--- src/rtl/dsp_mac_stream.sv ---
`default_nettype none
// ============================================================================
// Module   : dsp_mac_stream
// Brief    : Streaming valid/ready multiply-accumulate with FIRST/LAST framing
//            and a registered shift/round/saturate result path. Define
//            DSP_MAC_STREAM_OVF_EN to add the ACC_OVF status port.
// Revision : 1.0 - initial release
// ============================================================================
module dsp_mac_stream #(
    parameter int A_WIDTH     = 20,
    parameter int B_WIDTH     = 18,
    parameter int ACC_WIDTH   = 48,
    parameter int Z_WIDTH     = 38,
    parameter int SHIFT_WIDTH = 6
) (
    input  logic                   CLK,
    input  logic                   RESET,
    input  logic                   IN_VALID,
    output logic                   IN_READY,
    input  logic [A_WIDTH-1:0]     A,
    input  logic [B_WIDTH-1:0]     B,
    input  logic                   UNSIGNED_A,
    input  logic                   UNSIGNED_B,
    input  logic                   SUBTRACT,
    input  logic                   FIRST,
    input  logic                   LAST,
    input  logic [SHIFT_WIDTH-1:0] SHIFT_RIGHT,
    input  logic                   ROUND,
    input  logic                   SATURATE,
    output logic                   OUT_VALID,
    input  logic                   OUT_READY,
`ifdef DSP_MAC_STREAM_OVF_EN
    output logic                   ACC_OVF,
`endif
    output logic [Z_WIDTH-1:0]     Z
);

    localparam int c_prod_w = A_WIDTH + B_WIDTH + 2;
    localparam logic signed [ACC_WIDTH:0] c_sat_smax = {{(ACC_WIDTH-Z_WIDTH+2){1'b0}}, {(Z_WIDTH-1){1'b1}}};
    localparam logic signed [ACC_WIDTH:0] c_sat_smin = {{(ACC_WIDTH-Z_WIDTH+2){1'b1}}, {(Z_WIDTH-1){1'b0}}};
    localparam logic signed [ACC_WIDTH:0] c_sat_umax = {{(ACC_WIDTH-Z_WIDTH+1){1'b0}}, {Z_WIDTH{1'b1}}};

    generate
        if (ACC_WIDTH < A_WIDTH + B_WIDTH + 1) begin : g_acc_width_check
            $fatal(1, "dsp_mac_stream: ACC_WIDTH must be >= A_WIDTH+B_WIDTH+1");
        end
        if (Z_WIDTH > ACC_WIDTH) begin : g_z_width_check
            $fatal(1, "dsp_mac_stream: Z_WIDTH must be <= ACC_WIDTH");
        end
    endgenerate

    // A full output register that the consumer refuses freezes the whole pipe.
    logic w_stall;
    assign w_stall  = OUT_VALID && !OUT_READY;
    assign IN_READY = !RESET && !w_stall;

    logic                   r_s1_valid, r_s1_ua, r_s1_ub, r_s1_sub, r_s1_first, r_s1_last;
    logic                   r_s1_round, r_s1_sat;
    logic [A_WIDTH-1:0]     r_s1_a;
    logic [B_WIDTH-1:0]     r_s1_b;
    logic [SHIFT_WIDTH-1:0] r_s1_shift;

    always_ff @(posedge CLK) begin
        if (RESET) begin
            r_s1_valid <= 1'b0;
        end else if (!w_stall) begin
            r_s1_valid <= IN_VALID;
            r_s1_a     <= A;
            r_s1_b     <= B;
            r_s1_ua    <= UNSIGNED_A;
            r_s1_ub    <= UNSIGNED_B;
            r_s1_sub   <= SUBTRACT;
            r_s1_first <= FIRST;
            r_s1_last  <= LAST;
            r_s1_shift <= SHIFT_RIGHT;
            r_s1_round <= ROUND;
            r_s1_sat   <= SATURATE;
        end
    end

    logic signed [A_WIDTH:0]    w_a_ext;
    logic signed [B_WIDTH:0]    w_b_ext;
    logic signed [c_prod_w-1:0] w_prod;
    assign w_a_ext = $signed({r_s1_ua ? 1'b0 : r_s1_a[A_WIDTH-1], r_s1_a});
    assign w_b_ext = $signed({r_s1_ub ? 1'b0 : r_s1_b[B_WIDTH-1], r_s1_b});
    assign w_prod  = c_prod_w'(w_a_ext) * c_prod_w'(w_b_ext);

    logic                        r_s2_valid, r_s2_uns, r_s2_sub, r_s2_first, r_s2_last;
    logic                        r_s2_round, r_s2_sat;
    logic signed [ACC_WIDTH-1:0] r_s2_prod;
    logic [SHIFT_WIDTH-1:0]      r_s2_shift;

    always_ff @(posedge CLK) begin
        if (RESET) begin
            r_s2_valid <= 1'b0;
        end else if (!w_stall) begin
            r_s2_valid <= r_s1_valid;
            r_s2_prod  <= ACC_WIDTH'(w_prod);
            r_s2_uns   <= r_s1_ua && r_s1_ub;
            r_s2_sub   <= r_s1_sub;
            r_s2_first <= r_s1_first;
            r_s2_last  <= r_s1_last;
            r_s2_shift <= r_s1_shift;
            r_s2_round <= r_s1_round;
            r_s2_sat   <= r_s1_sat;
        end
    end

    logic signed [ACC_WIDTH-1:0] r_acc, w_acc_base, w_acc_next;
    logic                        r_s3_valid, r_s3_last, r_s3_uns, r_s3_round, r_s3_sat;
    logic [SHIFT_WIDTH-1:0]      r_s3_shift;
    assign w_acc_base = r_s2_first ? '0 : r_acc;
    assign w_acc_next = r_s2_sub ? (w_acc_base - r_s2_prod) : (w_acc_base + r_s2_prod);

    always_ff @(posedge CLK) begin
        if (RESET) begin
            r_s3_valid <= 1'b0;
            r_acc      <= '0;
        end else if (!w_stall) begin
            r_s3_valid <= r_s2_valid;
            r_s3_last  <= r_s2_last;
            r_s3_uns   <= r_s2_uns;
            r_s3_shift <= r_s2_shift;
            r_s3_round <= r_s2_round;
            r_s3_sat   <= r_s2_sat;
            if (r_s2_valid) begin
                r_acc <= w_acc_next;
            end
        end
    end

`ifdef DSP_MAC_STREAM_OVF_EN
    logic w_step_ovf, r_acc_ovf;
    assign w_step_ovf = (w_acc_next[ACC_WIDTH-1] != w_acc_base[ACC_WIDTH-1]) &&
                        (r_s2_sub ? (w_acc_base[ACC_WIDTH-1] != r_s2_prod[ACC_WIDTH-1])
                                  : (w_acc_base[ACC_WIDTH-1] == r_s2_prod[ACC_WIDTH-1]));

    always_ff @(posedge CLK) begin
        if (RESET) begin
            r_acc_ovf <= 1'b0;
        end else if (!w_stall && r_s2_valid) begin
            r_acc_ovf <= (r_s2_first ? 1'b0 : r_acc_ovf) | w_step_ovf;
        end
    end
`endif

    // Shifting by one less than requested exposes the rounding bit as bit 0;
    // the final one-bit shift then costs nothing.
    logic signed [ACC_WIDTH-1:0] w_pre;
    logic [ACC_WIDTH:0]          w_sr_sum;
    assign w_pre    = r_acc >>> (r_s3_shift - SHIFT_WIDTH'(1));
    assign w_sr_sum = (r_s3_shift == '0) ? {r_acc[ACC_WIDTH-1], r_acc}
                    : ({{2{w_pre[ACC_WIDTH-1]}}, w_pre[ACC_WIDTH-1:1]} +
                       {{ACC_WIDTH{1'b0}}, r_s3_round & w_pre[0]});

    logic               r_sr_valid, r_sr_uns, r_sr_sat;
    logic [ACC_WIDTH:0] r_sr_val;
`ifdef DSP_MAC_STREAM_OVF_EN
    logic               r_sr_ovf;
`endif

    always_ff @(posedge CLK) begin
        if (RESET) begin
            r_sr_valid <= 1'b0;
        end else if (!w_stall) begin
            r_sr_valid <= r_s3_valid && r_s3_last;
            r_sr_val   <= w_sr_sum;
            r_sr_uns   <= r_s3_uns;
            r_sr_sat   <= r_s3_sat;
`ifdef DSP_MAC_STREAM_OVF_EN
            r_sr_ovf   <= r_acc_ovf;
`endif
        end
    end

    logic               w_hi, w_lo;
    logic [Z_WIDTH-1:0] w_z_next;
    assign w_hi = r_sr_uns ? ($signed(r_sr_val) > c_sat_umax) : ($signed(r_sr_val) > c_sat_smax);
    assign w_lo = r_sr_uns ? r_sr_val[ACC_WIDTH] : ($signed(r_sr_val) < c_sat_smin);

    always_comb begin
        w_z_next = r_sr_val[Z_WIDTH-1:0];
        if (r_sr_sat && w_hi) begin
            w_z_next = r_sr_uns ? c_sat_umax[Z_WIDTH-1:0] : c_sat_smax[Z_WIDTH-1:0];
        end else if (r_sr_sat && w_lo) begin
            w_z_next = r_sr_uns ? '0 : c_sat_smin[Z_WIDTH-1:0];
        end
    end

    always_ff @(posedge CLK) begin
        if (RESET) begin
            OUT_VALID <= 1'b0;
            Z         <= '0;
`ifdef DSP_MAC_STREAM_OVF_EN
            ACC_OVF   <= 1'b0;
`endif
        end else if (!w_stall) begin
            OUT_VALID <= r_sr_valid;
            if (r_sr_valid) begin
                Z       <= w_z_next;
`ifdef DSP_MAC_STREAM_OVF_EN
                ACC_OVF <= r_sr_ovf | (r_sr_sat & (w_hi | w_lo));
`endif
            end
        end
    end

endmodule
`default_nettype wire

--- config.mk ---
export PLATFORM = sky130hd
export DESIGN_NAME = dsp_mac_stream
export DESIGN_NICKNAME = d
export VERILOG_FILES = /design/src/rtl/dsp_mac_stream.sv
export SDC_FILE = /design/constraint.sdc
export NUM_CORES = 2
export LEC_CHECK = 0
export ABC_CLOCK_PERIOD_IN_PS = 24900
export BUFFER_PORTS_ARGS = -buffer_cell sky130_fd_sc_hd__buf_2
export CAP_MARGIN = 10
export CORE_ASPECT_RATIO = 0.75
export CORE_MARGIN = 3
export CORE_UTILIZATION = 60
export CTS_CLUSTER_SIZE = 16
export DETAILED_ROUTE_END_ITERATION = 10
export PLACE_DENSITY = 0.77
export SLEW_MARGIN = 20
export SYNTH_ARGS = -nofsm -noshare
export SYNTH_HDL_FRONTEND = slang
export SYNTH_SLANG_ARGS = --single-unit
export TNS_END_PERCENT = 20
--- constraint.sdc ---
create_clock -name CLK -period 24.9 [get_ports CLK]
set_clock_uncertainty 0.05 [all_clocks]
set_input_delay 4.98 -clock CLK [delete_from_list [all_inputs] [get_ports CLK]]
set_output_delay 4.98 -clock CLK [all_outputs]
set_load 0.01 [all_outputs]
# Word level (Yosys, flattened, before mapping)
# Cells that the tools add are included.
# totals
regBits,255
latch_bits,0
ramBits,0
rom_bits,0
inputBits,55
n_memories,0
# op_classes
add_sub_neg,4
multipliers,1
div,0
order_cmp,3
n_eq_ne,0
n_shift,1
n_mux,11
bitwise,3
n_reduce_logical,13
# ops
cell,count
38-bit 2-to-1 mux,4
48-bit 2-to-1 mux,2
"49-bit by 38-bit greater-than comparator with 1-bit output, second input constant",1
"49-bit by 39-bit greater-than comparator with 1-bit output, second input constant",1
"49-bit by 38-bit less-than comparator with 1-bit output, second input constant",1
49-bit 2-to-1 mux,1
47-bit by 2-bit adder with 48-bit output,1
48-bit by 40-bit adder with 48-bit output,1
48-bit by 6-bit >>> shifter with 48-bit output,1
48-bit by 40-bit subtractor with 48-bit output,1
21-bit by 19-bit multiplier with 40-bit output,1
1-bit logical AND,6
6-bit logical NOT,1
2-bit AND reduction,3
"6-bit by 1-bit subtractor with 6-bit output, second input constant",1
1-bit 2-to-1 mux,4
1-bit logical NOT,3
1-bit NOT,2
1-bit AND,1

# Logic depth before layout (Yosys ltp)
# logic_depth
ltp_word,5
mapped_depth,30
ltp_nobuf,28

# Least setup slack after synthesis
# OpenSTA, ideal clock, no wires.
# synth_timing
path_type,input -> output
start,input RESET
end,output IN_READY
arrival_ns,12.295
setup_slack_ns,7.575
cell_stages,3
path_cell_list,clkbuf_1 buf_1 nor2_1
# synth_via
elab_chain_len,2
# synth_rtl
element,line_no,source
start: declaration,17,"input logic RESET,"
1-bit logical NOT,55,assign IN_READY = !RESET && !w_stall;
1-bit logical AND,55,
end: declaration,19,"output logic IN_READY,"
# No other way between the ends.

# Worst setup path in the final report
# Same ends and word-level chain as after synthesis.

==> impl_results.md <==
- Status: complete, no violations
- Final Cell Area: 33090 um^2
- Gr usage total: 29.56%
- Critical path's slowest cell: buf_12
- Switching Share: 47.68%
- Largest net degree at the start of global routing: 84
- Via/cell ratio: 6.001
- Placed cell count: 4050
- Crit path largest cell delay: 350 ps
- Worst-case clock buffer depth: 3
- Final #Nets: 4015
- Initial antenna violation count: 0
- Clock share of power: 8.5%
- EDFF count, synth: 163
- Met3 WL post-DR: 7409 um
- DR top layer: met4
- HP Class: register to register
- Synth cell count leaders: inv_1 (475), nand2_1 (455), fa_1 (404)
- Drt wl/cell: 19.63 um
- GPL Wtd Cong: 0.9519
- Setup Viol. Count Final: 0
- Internal Power: 2.715 mW
- R2r endpoint: r_s2_prod[38]
- TritonCTS buffer count: 28
- DR vias: 24.62k
- Synthesized flop and latch total: 254
- Max-cap viol count: 0
- # IOs: 95
- Starting Density: 61.52%
- Peak VDD IR: 0.0003411 V
- CP Launch Point: RESET
- Switching power of the nets: 2.474 mW
- Fin worst setup slack: 13620 ps
- Synth unique cells: 87
- Rel. slew slack: 27.10%
- Skew-Pair Late Insertion Delay: 580 ps
- Global route overflow: 0
- Setup WS pre-CTS: 13640 ps
- Die Y: 203.7 um
- Final-report hold violation count: 0
- Num rows: 71
- Syn nets: 4041
- Sequential cell area fraction in the yosys report: 21.48%
- Core Region: 50810 um^2
- Period minus WS final: 11280 ps
- H-tree levels: 1
- Final ANT Viol Nets: 0
- Metal2 WL: 36140 um
- Post-Syn Instances: 3413
- CP endpoint: IN_READY
- Setup_tns: 0 ps
- RSZ-0062 raised after global routing: false
- Max Clk Rate: 0.08869 GHz
- Mapped Avg Cell Area: 9.159 um^2
- DRC: 0
- Die ar.: 54910 um^2
- Clock root buffer: clkbuf_16
- Clk slew on worst S/H paths: 60 ps
- R2R Path Start: r_s1_b[17]
- DRT iter0 DRCs: 2283
- DR pass1 iterations: 5
- Asr flop ratio synth: 0%
- Input/output buffers: 94
- Combinational Power Share: 76.1%
- Area Overhead vs Synth: 5.836%
- Max Transition Viols Final: 0
- Yosys warns: 0
- Hold slack: 359.0 ps
- Total length of routed wires: 80540 um
- CTS Hold Buffers Added: 0
- Critical Path AT: 6250 ps
- CP max FO: 81
- R2r setup slk: 16730 ps
- Most frequent cell after synthesis: inv_1
- Layout cells sized above 1: 7.891%
- Worst-Margin Slew: 1090 ps
- Antenna diodes: 0
- Top post-synthesis cells by area: fa_1 (26%), edfxtp_1 (16%), ha_1 (6.8%)
- Critical path, cell by cell: buf_2 > buf_4 > nor2_4 > buf_12 > buf_2
- Yosys top cell area share: 25.87%
- Final core utilization: 65.11%
- Reg2Reg Depth: 29
- Crit end category: primary output
- LEAKAGE: 15.04 nW
- Postcts setup bufs: 0
- Placed cell area: 32120 um^2
- Hpwl dp: 62490 um
- Die X: 269.6 um
- Fillcell total: 4123
- Global-route wire length before repair: 131300 um
- Cell Area, Synth: 31260 um^2
- Clock Sinks: 254
- Startpoint Class: input pin
- CTS tree: yes
- WS Path Type: input pin to primary output
- Met1 WL: 35410 um
- Sequential cell fraction of total power: 15.5%
- Final instance count without filler cells: 4102
- CTS resizes: 0
- Top FF cell, synth: edfxtp_1
- Post-synth top area cell: fa_1
- WP data required: 19870 ps
- Final Cycle Share: 45.28%
- Pwr dens: 156.8 nW/um^2
- Vias in the first global route: 24.81k
- Total power: 5.189 mW
- CP dominant cell by count: buf_2
-- power by group through the flow --
| stage | Clock [mW] | Combinational [mW] | Sequential [mW] |
|---|---|---|---|
| final | 0.439 | 3.95 | 0.802 |
| after global routing | 0.465 | 4.49 | 0.810 |
| after CTS | 0.448 | 3.97 | 0.799 |
| after detailed placement | 0 | 3.92 | 0.807 |
| after global placement | 0 | 3.77 | 0.805 |
| after floorplan | 0 | 3.16 | 0.768 |
-- state kept, by name, summed over array words and instances, names as in the netlist, 6 cells and up --
signal      flops
Z              38
r_s1_b         18
r_sr_val       48
r_acc          48
r_s2_prod      40
r_s1_a         20
r_s1_shift      6
r_s3_shift      6
r_s2_shift      6
-- routing by layer --
metal  track usage (%)  vias up
li1                  -    11160
met1             43.06    12290
met2             46.06     1034
met3             6.504      139
met4             5.768        0
met5                 0        -
-- logic make-up (layout without fill, tap and decap cells) --
logic type      Yosys count  in the layout  share of synthesized area (%)
buf+inv                 661            657                          8.245
mux                     111            111                          5.575
simple gates           1118           1118                          16.94
compound gates          540            540                          10.72
flops                   254            254                          21.48
xor+xnor                156            156                          4.395
fa+ha+maj               573            573                          32.64
-- worst min path at each step --
stage,startpoint,to,cells after the start
6_report,r_s3_sat,r_sr_sat,0
5_1_grt,r_s3_sat,r_sr_sat,0
4_1_cts,r_s3_sat,r_sr_sat,0
3_5_place_dp,r_s3_sat,r_sr_sat,0
3_3_place_gp,r_s1_shift[3],r_s2_shift[3],0
2_1_floorplan,r_s1_first,r_s2_first,0
-- final cells by class --
type	count	area [um^2]	share of cell area (%)
Multi-Input combinational cell	2498	22010	66.52
Inverter	476	1787	5.400
Sequential cell	254	6716	20.30
Clock inverter	19	216.5	0.6542
Timing Repair Buffer	129	749.5	2.265
Clock buffer	33	740.7	2.239
Tap cell	693	867.1	2.621
-- cell usage in the layout, fill, tap and decap left out, types with 11 or more instances in the layout --
master | Yosys | routed
and3_1 | 15 | 14
o21bai_1 | 11 | 11
nor2_1 | 210 | 209
or3_1 | 19 | 19
buf_4 | 7 | 33
inv_1 | 475 | 475
a211oi_1 | 12 | 12
a21oi_1 | 193 | 193
buf_2 | 20 | 94
o21ai_0 | 130 | 130
xor2_1 | 52 | 51
dfxtp_1 | 91 | 91
clkbuf_16 | 0 | 29
mux2_2 | 14 | 14
and2_1 | 156 | 156
edfxtp_1 | 163 | 163
o21a_1 | 19 | 19
nand2b_1 | 16 | 16
nand3_1 | 61 | 61
a21o_1 | 49 | 49
nand4_1 | 17 | 17
mux2i_1 | 47 | 47
nand2_1 | 455 | 454
fa_1 | 404 | 404
xnor2_1 | 103 | 103
a31oi_1 | 19 | 19
nor3_1 | 48 | 48
nor2b_1 | 64 | 64
ha_1 | 169 | 168
mux4_2 | 49 | 49
-- critical path, delay by kind of cell --
kind / cells / cell delay [ps]
buffers and inverters: 4 / 950
AND/OR/NAND/NOR: 1 / 210
Power figures use the tool's default switching activity.
